--- src/rtl/alu_op_sequencer.sv ---
// Registered ALU-op decoder with RV32M multi-cycle step sequencing.
// Optional: define ALU_SEQ_FLUSH_EN to add a pipeline flush input.
module alu_op_sequencer #(
    parameter int MUL_CYCLES = 4,
    parameter int DIV_CYCLES = 32
) (
    input  logic       clk,
    input  logic       rst_n,
`ifdef ALU_SEQ_FLUSH_EN
    input  logic       flush,
`endif
    input  logic       in_valid,
    output logic       in_ready,
    input  logic [6:0] opcode,
    input  logic [2:0] funct3,
    input  logic [6:0] funct7,
    output logic       out_valid,
    input  logic       out_ready,
    output logic [4:0] alu_op,
    output logic       md_sel,
    output logic [2:0] md_op,
    output logic       md_step,
    output logic       md_first,
    output logic       md_last,
    output logic       illegal,
    output logic       busy
);

    localparam int MAXC = (MUL_CYCLES > DIV_CYCLES) ? MUL_CYCLES : DIV_CYCLES;
    localparam int CW   = (MAXC > 1) ? $clog2(MAXC) : 1;
    localparam logic [CW-1:0] MUL_LAST = CW'(MUL_CYCLES - 1);
    localparam logic [CW-1:0] DIV_LAST = CW'(DIV_CYCLES - 1);

    typedef enum logic [1:0] {
        IDLE   = 2'd0,
        MD_RUN = 2'd1,
        HOLD   = 2'd2
    } state_t;

    state_t        state, state_n;
    logic [CW-1:0] cnt, cnt_n;
    logic [CW-1:0] lim;
    logic          is_div_q;
    logic          flush_w;
    logic          accept;
    logic          run;
    logic          at_last;

    logic [4:0]    d_alu;
    logic          d_md;
    logic          d_ill;

`ifdef ALU_SEQ_FLUSH_EN
    assign flush_w = flush;
`else
    assign flush_w = 1'b0;
`endif

    // Decode of the instruction currently presented by the decode stage
    always_comb begin
        d_alu = 5'b00000;
        d_md  = 1'b0;
        d_ill = 1'b0;
        unique case (opcode)
            7'b0010011: begin
                if ((funct3 == 3'b001 && funct7 != 7'h00) ||
                    (funct3 == 3'b101 && funct7 != 7'h00 &&
                     funct7 != 7'h20)) begin
                    d_ill = 1'b1;
                end else begin
                    d_alu = {1'b1, (funct3 == 3'b101) & funct7[5], funct3};
                end
            end
            7'b0110011: begin
                unique case (funct7)
                    7'h00: d_alu = {2'b10, funct3};
                    7'h20: begin
                        if (funct3 == 3'b000 || funct3 == 3'b101) begin
                            d_alu = {2'b11, funct3};
                        end else begin
                            d_ill = 1'b1;
                        end
                    end
                    7'h01: d_md = 1'b1;
                    default: d_ill = 1'b1;
                endcase
            end
            7'b1100011: d_alu = 5'b11000;
            7'b1100111: d_alu = 5'b10000;
            default: d_alu = 5'b00000;
        endcase
    end

    assign run      = (state == MD_RUN);
    assign lim      = is_div_q ? DIV_LAST : MUL_LAST;
    assign at_last  = (cnt == lim);
    assign in_ready = !flush_w &&
                      ((state == IDLE) || (state == HOLD && out_ready));
    assign accept   = in_valid && in_ready;

    always_comb begin
        state_n = state;
        cnt_n   = cnt;
        if (flush_w) begin
            state_n = IDLE;
            cnt_n   = '0;
        end else if (accept) begin
            state_n = d_md ? MD_RUN : HOLD;
            cnt_n   = '0;
        end else begin
            unique case (state)
                MD_RUN: begin
                    if (at_last) begin
                        state_n = HOLD;
                        cnt_n   = '0;
                    end else begin
                        cnt_n = cnt + 1'b1;
                    end
                end
                HOLD: begin
                    if (out_ready) state_n = IDLE;
                end
                default: state_n = state;
            endcase
        end
    end

    always_ff @(posedge clk or negedge rst_n) begin
        if (!rst_n) begin
            state    <= IDLE;
            cnt      <= '0;
            alu_op   <= '0;
            md_sel   <= 1'b0;
            md_op    <= '0;
            illegal  <= 1'b0;
            is_div_q <= 1'b0;
        end else begin
            state <= state_n;
            cnt   <= cnt_n;
            if (accept) begin
                alu_op   <= d_alu;
                md_sel   <= d_md;
                md_op    <= d_md ? funct3 : 3'b000;
                illegal  <= d_ill;
                is_div_q <= funct3[2];
            end
        end
    end

    assign out_valid = (state == HOLD);
    assign busy      = (state != IDLE);
    assign md_step   = run;
    assign md_first  = run && (cnt == '0);
    assign md_last   = run && at_last;

endmodule

--- config.mk ---
export PLATFORM = sky130hd
export DESIGN_NAME = alu_op_sequencer
export DESIGN_NICKNAME = d
export VERILOG_FILES = /design/src/rtl/alu_op_sequencer.sv
export SDC_FILE = /design/constraint.sdc
export NUM_CORES = 1
export LEC_CHECK = 0
export CORE_ASPECT_RATIO = 0.8
export CORE_MARGIN = 10
export CORE_UTILIZATION = 27
export DETAILED_ROUTE_END_ITERATION = 12
export PLACE_DENSITY = 0.5
export RECOVER_POWER = 100
export SLEW_MARGIN = 10
export SYNTH_ARGS = -nofsm -noshare
export SYNTH_HDL_FRONTEND = slang
export SYNTH_SLANG_ARGS = --single-unit
--- constraint.sdc ---
create_clock -name clk -period 2.3 [get_ports clk]
set_input_delay 0.23 -clock clk [delete_from_list [all_inputs] [get_ports clk]]
set_output_delay 0.23 -clock clk [all_outputs]
set_load 0.1 [all_outputs]
Word-level counts from Yosys, hierarchy flattened
Cells that the tools add are included.
{"block": "classes", "bitwise_logic": 1, "n_eq_ne": 14, "n_addsub": 1, "reduce_logical": 20, "n_div": 0, "mux": 20, "shift": 0, "order_cmp": 0, "multipliers": 0}
{"cell": "two-way mux 5 bit", "n": 6}
{"cell": "one-hot mux 5 bit (4 select lines)", "n": 1}
{"cell": "== test 7 x 6 -> 1 bit, second input constant", "n": 2}
{"cell": "== test 7 bit, second input constant", "n": 2}
{"cell": "one-hot mux 5 bit (2 select lines)", "n": 1}
{"cell": "two-way mux 2 bit", "n": 4}
{"cell": "== test 7 x 1 -> 1 bit, second input constant", "n": 1}
{"cell": "== test 7 x 5 -> 1 bit, second input constant", "n": 1}
{"cell": "logical AND 1 bit", "n": 7}
{"cell": "logical NOT 7 bit", "n": 1}
{"cell": "inequality test 7 x 6 -> 1 bit, second input constant", "n": 1}
{"cell": "nonzero test 7 bit", "n": 1}
{"cell": "adder 5 x 1 -> 5 bit, second input constant", "n": 1}
{"cell": "== test 5 bit", "n": 1}
{"cell": "logical NOT 5 bit", "n": 1}
{"cell": "two-way mux 1 bit", "n": 4}
{"cell": "one-hot mux 1 bit (2 select lines)", "n": 2}
{"cell": "one-hot mux 2 bit (2 select lines)", "n": 1}
{"cell": "nonzero test 2 bit", "n": 2}
{"cell": "== test 3 x 1 -> 1 bit, second input constant", "n": 1}
{"cell": "== test 3 bit, second input constant", "n": 1}
{"cell": "logical NOT 3 bit", "n": 1}
{"cell": "logical OR 1 bit", "n": 3}
{"cell": "two-way mux 3 bit", "n": 1}
{"cell": "other kinds (9)", "n": 9}
{"block": "totals", "in_bits": 21, "mem_bits_ro": 0, "ramBits": 0, "word_cells": 63, "n_memories": 0, "output_inout_bits": 16, "latchBits": 0, "ff_bits": 18}

Longest topological paths before layout
Gate-level depths: netlist (run 1).
{"block": "depth", "word_depth": 6, "depth_mapped": 7, "ltp_nobuf": 7}

Least setup slack after synthesis (run 1)
Ideal clock, no wire load.
{"block": "synth_timing", "path_type": "reg2out", "startpoint": "register state[1]", "endpoint": "output port md_first", "t_arrival_ps": 4472, "required_ps": 2070, "path_buffers": 1, "path_slack_ps": -2402, "stages_incl_launch_ff": 6, "cell_sequence": "dfrtp_1 -> inv_1 -> ha_1 -> clkbuf_1 -> nand2_1 -> nor4_1"}
{"block": "synth_via", "elab_chain_cells": 2}
{"element": "start: declaration", "line_no": "40", "rtl": "state_t state, state_n;"}
{"element": "start signal: assignment", "line_no": "138", "rtl": "state <= state_n;"}
{"element": "== test 2 x 1 -> 1 bit", "line_no": "94", "rtl": "assign run = (state == MD_RUN);"}
{"element": "net md_step", "line_no": "22", "rtl": "output logic md_step,"}
{"element": "logical AND 1 bit", "line_no": "153", "rtl": "assign md_first = run && (cnt == '0);"}
{"element": "end: declaration", "line_no": "23", "rtl": "output logic md_first,"}
The timed path passes the listed nets, and every way through them passes these cells.

Worst setup path after layout (run 1)
{"block": "layout_timing", "startpoint": "input port opcode[4]", "endpoint": "register illegal"}
{"block": "layout_via", "elab_chain_cells": 2, "elab_cells_between_ends": 3, "classes_between": "eq/ne (2); mux (1)"}
{"element": "start: declaration", "line_no": "14", "rtl": "input logic [6:0] opcode,"}
{"element": "== test 7 x 6 -> 1 bit / == test 7 x 5 -> 1 bit (equally long branches)", "line_no": "64", "rtl": "unique case (opcode)"}
{"element": "one-hot mux 1 bit (2 select lines) *", "line_no": "64"}
{"element": "end signal: assignment", "line_no": "144", "rtl": "illegal <= d_ill;"}
{"element": "end: declaration", "line_no": "25", "rtl": "output logic illegal,"}
Every way passes the cells marked *; elsewhere a longest branch is shown, timed or not.
A chain may end at the register's enable or synchronous reset.

==> impl_metrics.py, run 1 <==
metrics = {
    "timing": {
        "period_minus_slack_ns": 2.19,
        "hold_violations": 0,
        "maxSlewHeadroom_pct": 19.6,
        "clock_skew_ns": 0.000473,
        "setup_viol": 0,
        "rsz0062_at_grt": "false",
        "maxSlewViolCount": 0,
        "tightest_slew_ns": 1.21,
        "finalCritPeriodShare_pct": 95.2,
        "fin_hold_ws_ns": 0.481,
        "max_freq_mhz": 457,
    },
    "power": {
        "intPower_mw": 0.508,
        "power_mw": 0.636,
        "clkPwrFrac_pct": 40.1,
        "power_density_nw_per_um2": 414,
        "switching_share_pct": 20.2,
        "ir_drop_mv": 0.276,
        "switchingPower_mw": 0.128,
        "p_seq_share_pct": 49.7,
        "leakage_nw": 0.635,
        "pwr-share-comb_pct": 10.2,
    },
    "setup_path": {
        "path_delay_family": "simple AND/OR/NAND/NOR gates",
        "critPathKind": "in -> reg",
        "worstPathRequired_ns": 2.47,
        "r2r-start": "state[0]",
        "path_depth": 5,
        "setup.worst_path.end": "illegal",
        "critPathSlowestCell": "dlygate4sd3_1",
        "cp-start-kind": "primary input",
        "r2r_setup_slack_ns": 0.34,
        "setup.worst_path.end_class": "register",
        "arrival_ns": 2.36,
        "crit_path_max_fanout": 2,
        "cp_num_buf_inv": 1,
        "rr_endpoint": "alu_op[2]",
        "max_stage_delay_ns": 0.53,
        "ff2ff_path_depth": 6,
        "cp-startpoint": "opcode[4]",
        "critical_path.cell_chain": "dlygate4sd3_1, or3b_2, or3_1, or4b_1, a31oi_1",
    },
    "die": {
        "rows": 20,
        "core_area_um2": 3830,
        "ios": 37,
        "die_area_um2": 6940,
        "die_x_um": 90.7,
        "die_h_um": 76.5,
        "start_util_pct": 28.2,
    },
    "finish": {
        "final_cell_count_no_fill": 220,
        "finalNetCount": 193,
        "syn2layout_area_growth_pct": 42.7,
        "diodes": 0,
        "fillers": 405,
        "seqCellArea_um2": 450,
        "multi_input_area_um2": 614,
        "layout-drive-gt1-share_pct": 13.9,
    },
    "clock_network": {
        "ctsResizeCount": 0,
        "h-tree-depth": 1,
        "root_buffer": "clkbuf_8",
        "numCtsBuffers": 3,
        "cts_tree": "done",
        "cts_buffer_depth": 2,
        "clock_sinks": 18,
        "ctsHoldBuffers": 0,
        "cts_setup_buffers": 0,
        "clk_latency_ns": 0.25,
        "clk_pin_slew_ns": 0.07,
    },
    "yosys": {
        "ys_top_cells_by_area": "dfrtp_1 42%, nand2_1 7.7%, ha_1 7.0%, o21ai_0 3.7%, a21oi_1 3.2%",
        "synth_cells": 123,
        "synth_enable_flop_cells": 0,
        "synthTopCellsByCount": "22 x nand2_1, 18 x dfrtp_1, 8 x nor2_1, 8 x o21ai_0",
        "synth_warnings": 0,
        "synth_most_common_cell": "nand2_1",
        "netlist_area_um2": 1080,
        "ys_types": 39,
        "synth-seq-cells": 18,
        "synth_nets": 150,
        "yosysSeqAreaShare_pct": 41.8,
        "synth_top_cell_by_area": "dfrtp_1",
        "synthArstFlopShare_pct": 100,
        "synth_top_area_share_pct": 41.8,
        "synthFlopType": "dfrtp_1",
        "avgSynthCellArea_um2": 8.77,
    },
    "place": {
        "dp_cells": 216,
        "dp_hpwl_um": 2510,
        "globalplace.congestion": 0.823,
        "io_buffers": 36,
    },
    "routing": {
        "ant_nets": 0,
        "drc": 0,
        "viasPerCell": 4.73,
        "wl_per_cell_um": 14.1,
        "vias": 1040,
        "firstDrtPassIters": 4,
        "drt_wl_total_um": 3100,
        "drt_iter0_markers": 93,
    },
    "grt": {
        "grt_pass1_vias": 1059,
        "grt_max_degree": 19,
        "antenna_found_initial": 0,
        "track_usage_pct": 9.02,
        "grt-ovfl-total": 0,
        "grt_first_pass_wirelength_um": 5130,
    },
    "min_path": {
        "hold_class": "reg -> reg",
    },
    "status": {
        "outcome": "finished, final reports clean",
    },
    "job": {
        "maxCapViolCount": 0,
    },
}
==> layout make-up <==
| class | count | area share (%) |
|---|---|---|
| Sequential cell | 18 | 29.3 |
| Inverter | 7 | 1.71 |
| Multi-Input combinational cell | 94 | 39.9 |
| Tap cell | 55 | 4.47 |
| Timing Repair Buffer | 42 | 21.1 |
| Clock buffer | 4 | 3.58 |
==> power groups by stage <==
| stage | registers, mW | logic [mW] | clock network (mW) |
|---|---|---|---|
| 6_report | 0.317 | 0.0648 | 0.255 |
| 3_5_place_dp | 0.322 | 0.0675 | 0 |
| 5_1_grt | 0.316 | 0.0714 | 0.280 |
| 3_3_place_gp | 0.322 | 0.0673 | 0 |
| 2_1_floorplan | 0.323 | 0.0131 | 0 |
| 4_1_cts | 0.316 | 0.0677 | 0.268 |
==> metal layers <==
metal | up-vias | wire [um] | track usage (%)
met5 | - | 0 | 0
met4 | 0 | 40 | 3.17
met3 | 5 | 111 | 2.36
met2 | 17 | 1540 | 15.0
met1 | 493 | 1410 | 10.8
li1 | 525 | - | -
==> kinds of logic (layout without fill, tap and decap cells) <==
group	after synthesis	in the layout	synth area share [%]
flops	18	18	41.8
compound gates	30	30	18.4
buf+inv	11	53	3.83
xor+xnor	2	2	1.62
simple gates	55	55	26.3
fa+ha+maj	6	6	6.96
mux	1	1	1.04
==> state kept, by name (all words and copies together) (netlist names) <==
| name | cells |
|---|---|
| alu_op | 5 |
| cnt | 5 |
| md_op | 3 |
| state | 2 |
| illegal | 1 |
| is_div_q | 1 |
| md_sel | 1 |
==> per-stage QoR <==
step	area, um2	setup WS (ns)	util (%)	TNS, ns
finish	1540	0.110	40.2	0
global route	1540	0.0683	40.2	0
CTS	1620	0.169	42.3	0
detailed placement	1560	-0.0653	40.8	-0.113
global placement	1560	-0.0334	40.8	-0.0408
floorplan	1130	-0.0685	-	-0.0685
==> placed cells by master (no fill, tap or decap), types with 2 or more instances in the layout <==
| cell type | Yosys | final |
|---|---|---|
| and2_1 | 3 | 2 |
| or3b_2 | 2 | 2 |
| o22ai_1 | 2 | 2 |
| nand4b_1 | 2 | 2 |
| buf_4 | 0 | 3 |
| or3_1 | 2 | 2 |
| nand4_1 | 2 | 2 |
| nor2_1 | 8 | 8 |
| ha_1 | 6 | 5 |
| clkbuf_4 | 0 | 2 |
| dfrtp_1 | 18 | 18 |
| dlygate4sd3_1 | 0 | 2 |
| nor3_1 | 4 | 4 |
| xor2_1 | 2 | 2 |
| o21ai_0 | 8 | 9 |
| clkbuf_2 | 0 | 5 |
| nand3_1 | 2 | 2 |
| clkbuf_1 | 4 | 11 |
| inv_1 | 7 | 6 |
| clkbuf_8 | 0 | 4 |
| nand2_1 | 22 | 22 |
| clkdlybuf4s50_1 | 0 | 18 |
| a21oi_1 | 7 | 7 |
| or4_1 | 1 | 2 |
==> how the worst min path moves through the flow <==
stage,startpoint,slack [ns],cells after the start,end
2_1_floorplan,rst_n,-0.07,0,alu_op[0]
4_1_cts,rst_n,0.31,2,cnt[2]
5_1_grt,alu_op[3],0.50,2,alu_op[3]
3_3_place_gp,md_sel,0.46,2,md_sel
3_5_place_dp,alu_op[3],0.47,2,alu_op[3]
6_report,md_sel,0.48,2,md_sel
==> tightest hold or removal path, delay by kind of cell, from the launching register on <==
| family | cells | cell delay [ns] |
|---|---|---|
| AOI/OAI and AO/OA | 1 | 0.06 |
| DFF | 1 | 0.34 |
| and+or+nand+nor | 1 | 0.04 |
Power figures use the tool's default switching activity.
==> run 2, diff against run 1 <==
--- a/config.mk
+++ b/config.mk
@@ -9,7 +9,7 @@
 export CORE_MARGIN = 10
 export CORE_UTILIZATION = 27
 export DETAILED_ROUTE_END_ITERATION = 12
-export PLACE_DENSITY = 0.5
+export PLACE_DENSITY = 0.6
 export RECOVER_POWER = 100
 export SLEW_MARGIN = 10
 export SYNTH_ARGS = -nofsm -noshare
==> run 2 against run 1 <==
Effect of this change: sequential cell count is the same; highest routed layer unchanged; sequential power about the same; worst setup slack better by 0.053 ns; clock skew rose by 0.0021 ns; combinational power decreased by 3.7%; core utilization is 0.098 points lower; via count increased by 2.2%; design area shrank 0.24%; wire length decreased by 1.4%; clock power grew 2%; count of clock-buffer cells in the layout did not move.
==> impl_metrics.py, run 2 (synthesis gave the netlist of run 1 again) <==
metrics = {
    "finish": {
        "syn2layout_area_growth_pct": 42.3,
        "post-route-util_pct": 40.1,
        "fillers": 397,
        "final_cell_count_no_fill": 219,
        "mostFrequentLayoutCells": "22 x nand2_1, 18 x dfrtp_1, 18 x clkdlybuf4s50_1",
        "diodes": 0,
        "finalNetCount": 192,
        "layout-drive-gt1-share_pct": 13.4,
        "multi_input_area_um2": 618,
        "largestRegisters": "alu_op x5, cnt x5, md_op x3",
        "final_common_cell": "nand2_1",
        "seqCellArea_um2": 450,
    },
    "routing": {
        "wl_per_cell_um": 14.0,
        "drc": 0,
        "vias": 1063,
        "drt_iter0_markers": 51,
        "drt_wl_total_um": 3060,
        "ant_nets": 0,
        "firstDrtPassIters": 4,
        "viasPerCell": 4.85,
    },
    "die": {
        "die_h_um": 76.5,
        "start_util_pct": 28.2,
        "core_area_um2": 3830,
        "die_x_um": 90.7,
        "rows": 20,
        "ios": 37,
        "die_area_um2": 6940,
    },
    "setup_path": {
        "r2r-start": "cnt[3]",
        "ff2ff_path_depth": 5,
        "worstPathRequired_ns": 2.49,
        "critPathKind": "in -> reg",
        "crit_path_max_fanout": 4,
        "setup.worst_path.end": "alu_op[3]",
        "cp-start-kind": "primary input",
        "cp-startpoint": "funct7[1]",
        "arrival_ns": 2.33,
        "r2r_setup_slack_ns": 0.31,
        "setup.worst_path.end_class": "register",
        "rr_endpoint": "state[0]",
    },
    "min_path": {
        "hold_class": "reg -> reg",
    },
    "clock_network": {
        "clock_sinks": 18,
        "clk_latency_ns": 0.25,
        "h-tree-depth": 1,
        "ctsHoldBuffers": 0,
        "cts_buffer_depth": 2,
        "ctsResizeCount": 0,
        "root_buffer": "clkbuf_8",
        "cts_setup_buffers": 0,
        "numCtsBuffers": 3,
        "cts_tree": "done",
        "clk_pin_slew_ns": 0.07,
    },
    "timing": {
        "finalCritPeriodShare_pct": 92.9,
        "fin_ws_ns": 0.163,
        "tightest_slew_ns": 1.18,
        "fin_hold_ws_ns": 0.480,
        "hold_violations": 0,
        "maxSlewHeadroom_pct": 21.5,
        "period_minus_slack_ns": 2.14,
        "clock_skew_ns": 0.00256,
        "max_freq_mhz": 468,
        "rsz0062_at_grt": "false",
        "maxSlewViolCount": 0,
        "setup_viol": 0,
    },
    "grt": {
        "grt_max_degree": 19,
        "track_usage_pct": 9.04,
        "grt_first_pass_wirelength_um": 5330,
        "antenna_found_initial": 0,
        "grt_pass1_vias": 1086,
        "grt-ovfl-total": 0,
    },
    "power": {
        "power_density_nw_per_um2": 416,
        "ir_drop_mv": 0.263,
        "leakage_nw": 0.631,
        "power_mw": 0.638,
    },
    "place": {
        "globalplace.congestion": 0.842,
        "place_worst_setup_slack_ns": -0.0742,
        "dp_hpwl_um": 2570,
        "dp_cells": 215,
        "io_buffers": 36,
    },
    "job": {
        "maxCapViolCount": 0,
    },
    "status": {
        "outcome": "finished, final reports clean",
    },
}
## run 2: cell types whose count changed in the layout (fill, tap and decap cells not counted)
| cell | delta |
|---|---|
| a21bo_1 | +1 |
| o21ai_0 | -1 |
| and2_0 | +1 |
| and2_1 | -1 |
| clkbuf_4 | -1 |
| a21bo_2 | -1 |
| o21ai_2 | +1 |
## run 2: area by class of cell
| type | count | area share, % |
|---|---|---|
| Tap cell | 55 | 4.48 |
| Timing Repair Buffer | 41 | 20.6 |
| Sequential cell | 18 | 29.3 |
| Inverter | 7 | 1.71 |
| Clock buffer | 4 | 3.59 |
| Multi-Input combinational cell | 94 | 40.3 |
## run 2: worst min-delay path by stage
stage | endpoint | start | cells after the start
2_1_floorplan | alu_op[0] | rst_n | 0
3_3_place_gp | md_sel | md_sel | 2
3_5_place_dp | alu_op[2] | alu_op[2] | 2
4_1_cts | alu_op[2] | alu_op[2] | 2
5_1_grt | md_op[2] | md_op[2] | 2
6_report | alu_op[2] | alu_op[2] | 2
## run 2: worst max-delay path, cell delays in order
cell	delay, ns
clkdlybuf4s50_1	0.39
or3_1	0.37
or4_1	0.47
or3b_1	0.44
o32a_1	0.32
o21ai_2	0.11
## run 2: power breakdown
group	total, mW	internal, mW	switching, mW
clock network	0.259	0.152	0.107
logic	0.0624	0.0372	0.0252
registers	0.316	0.316	0
total	0.638	0.506	0.132
## run 2: through the flow
step,setup TNS [ns],area [um2]
final,0,1540
after global routing,0,1540
after CTS,0,1610
after detailed placement,-0.0742,1560
after global placement,-0.0313,1560
after floorplan,-0.0685,1130
## run 2: layer usage
metal / vias up / GRT usage (%) / routed length (um)
li1: 523 / - / -
met1: 516 / 10.6 / 1340
met2: 21 / 15.3 / 1520
met3: 3 / 3.94 / 185
met4: 0 / 0.952 / 11
met5: - / 0 / 0
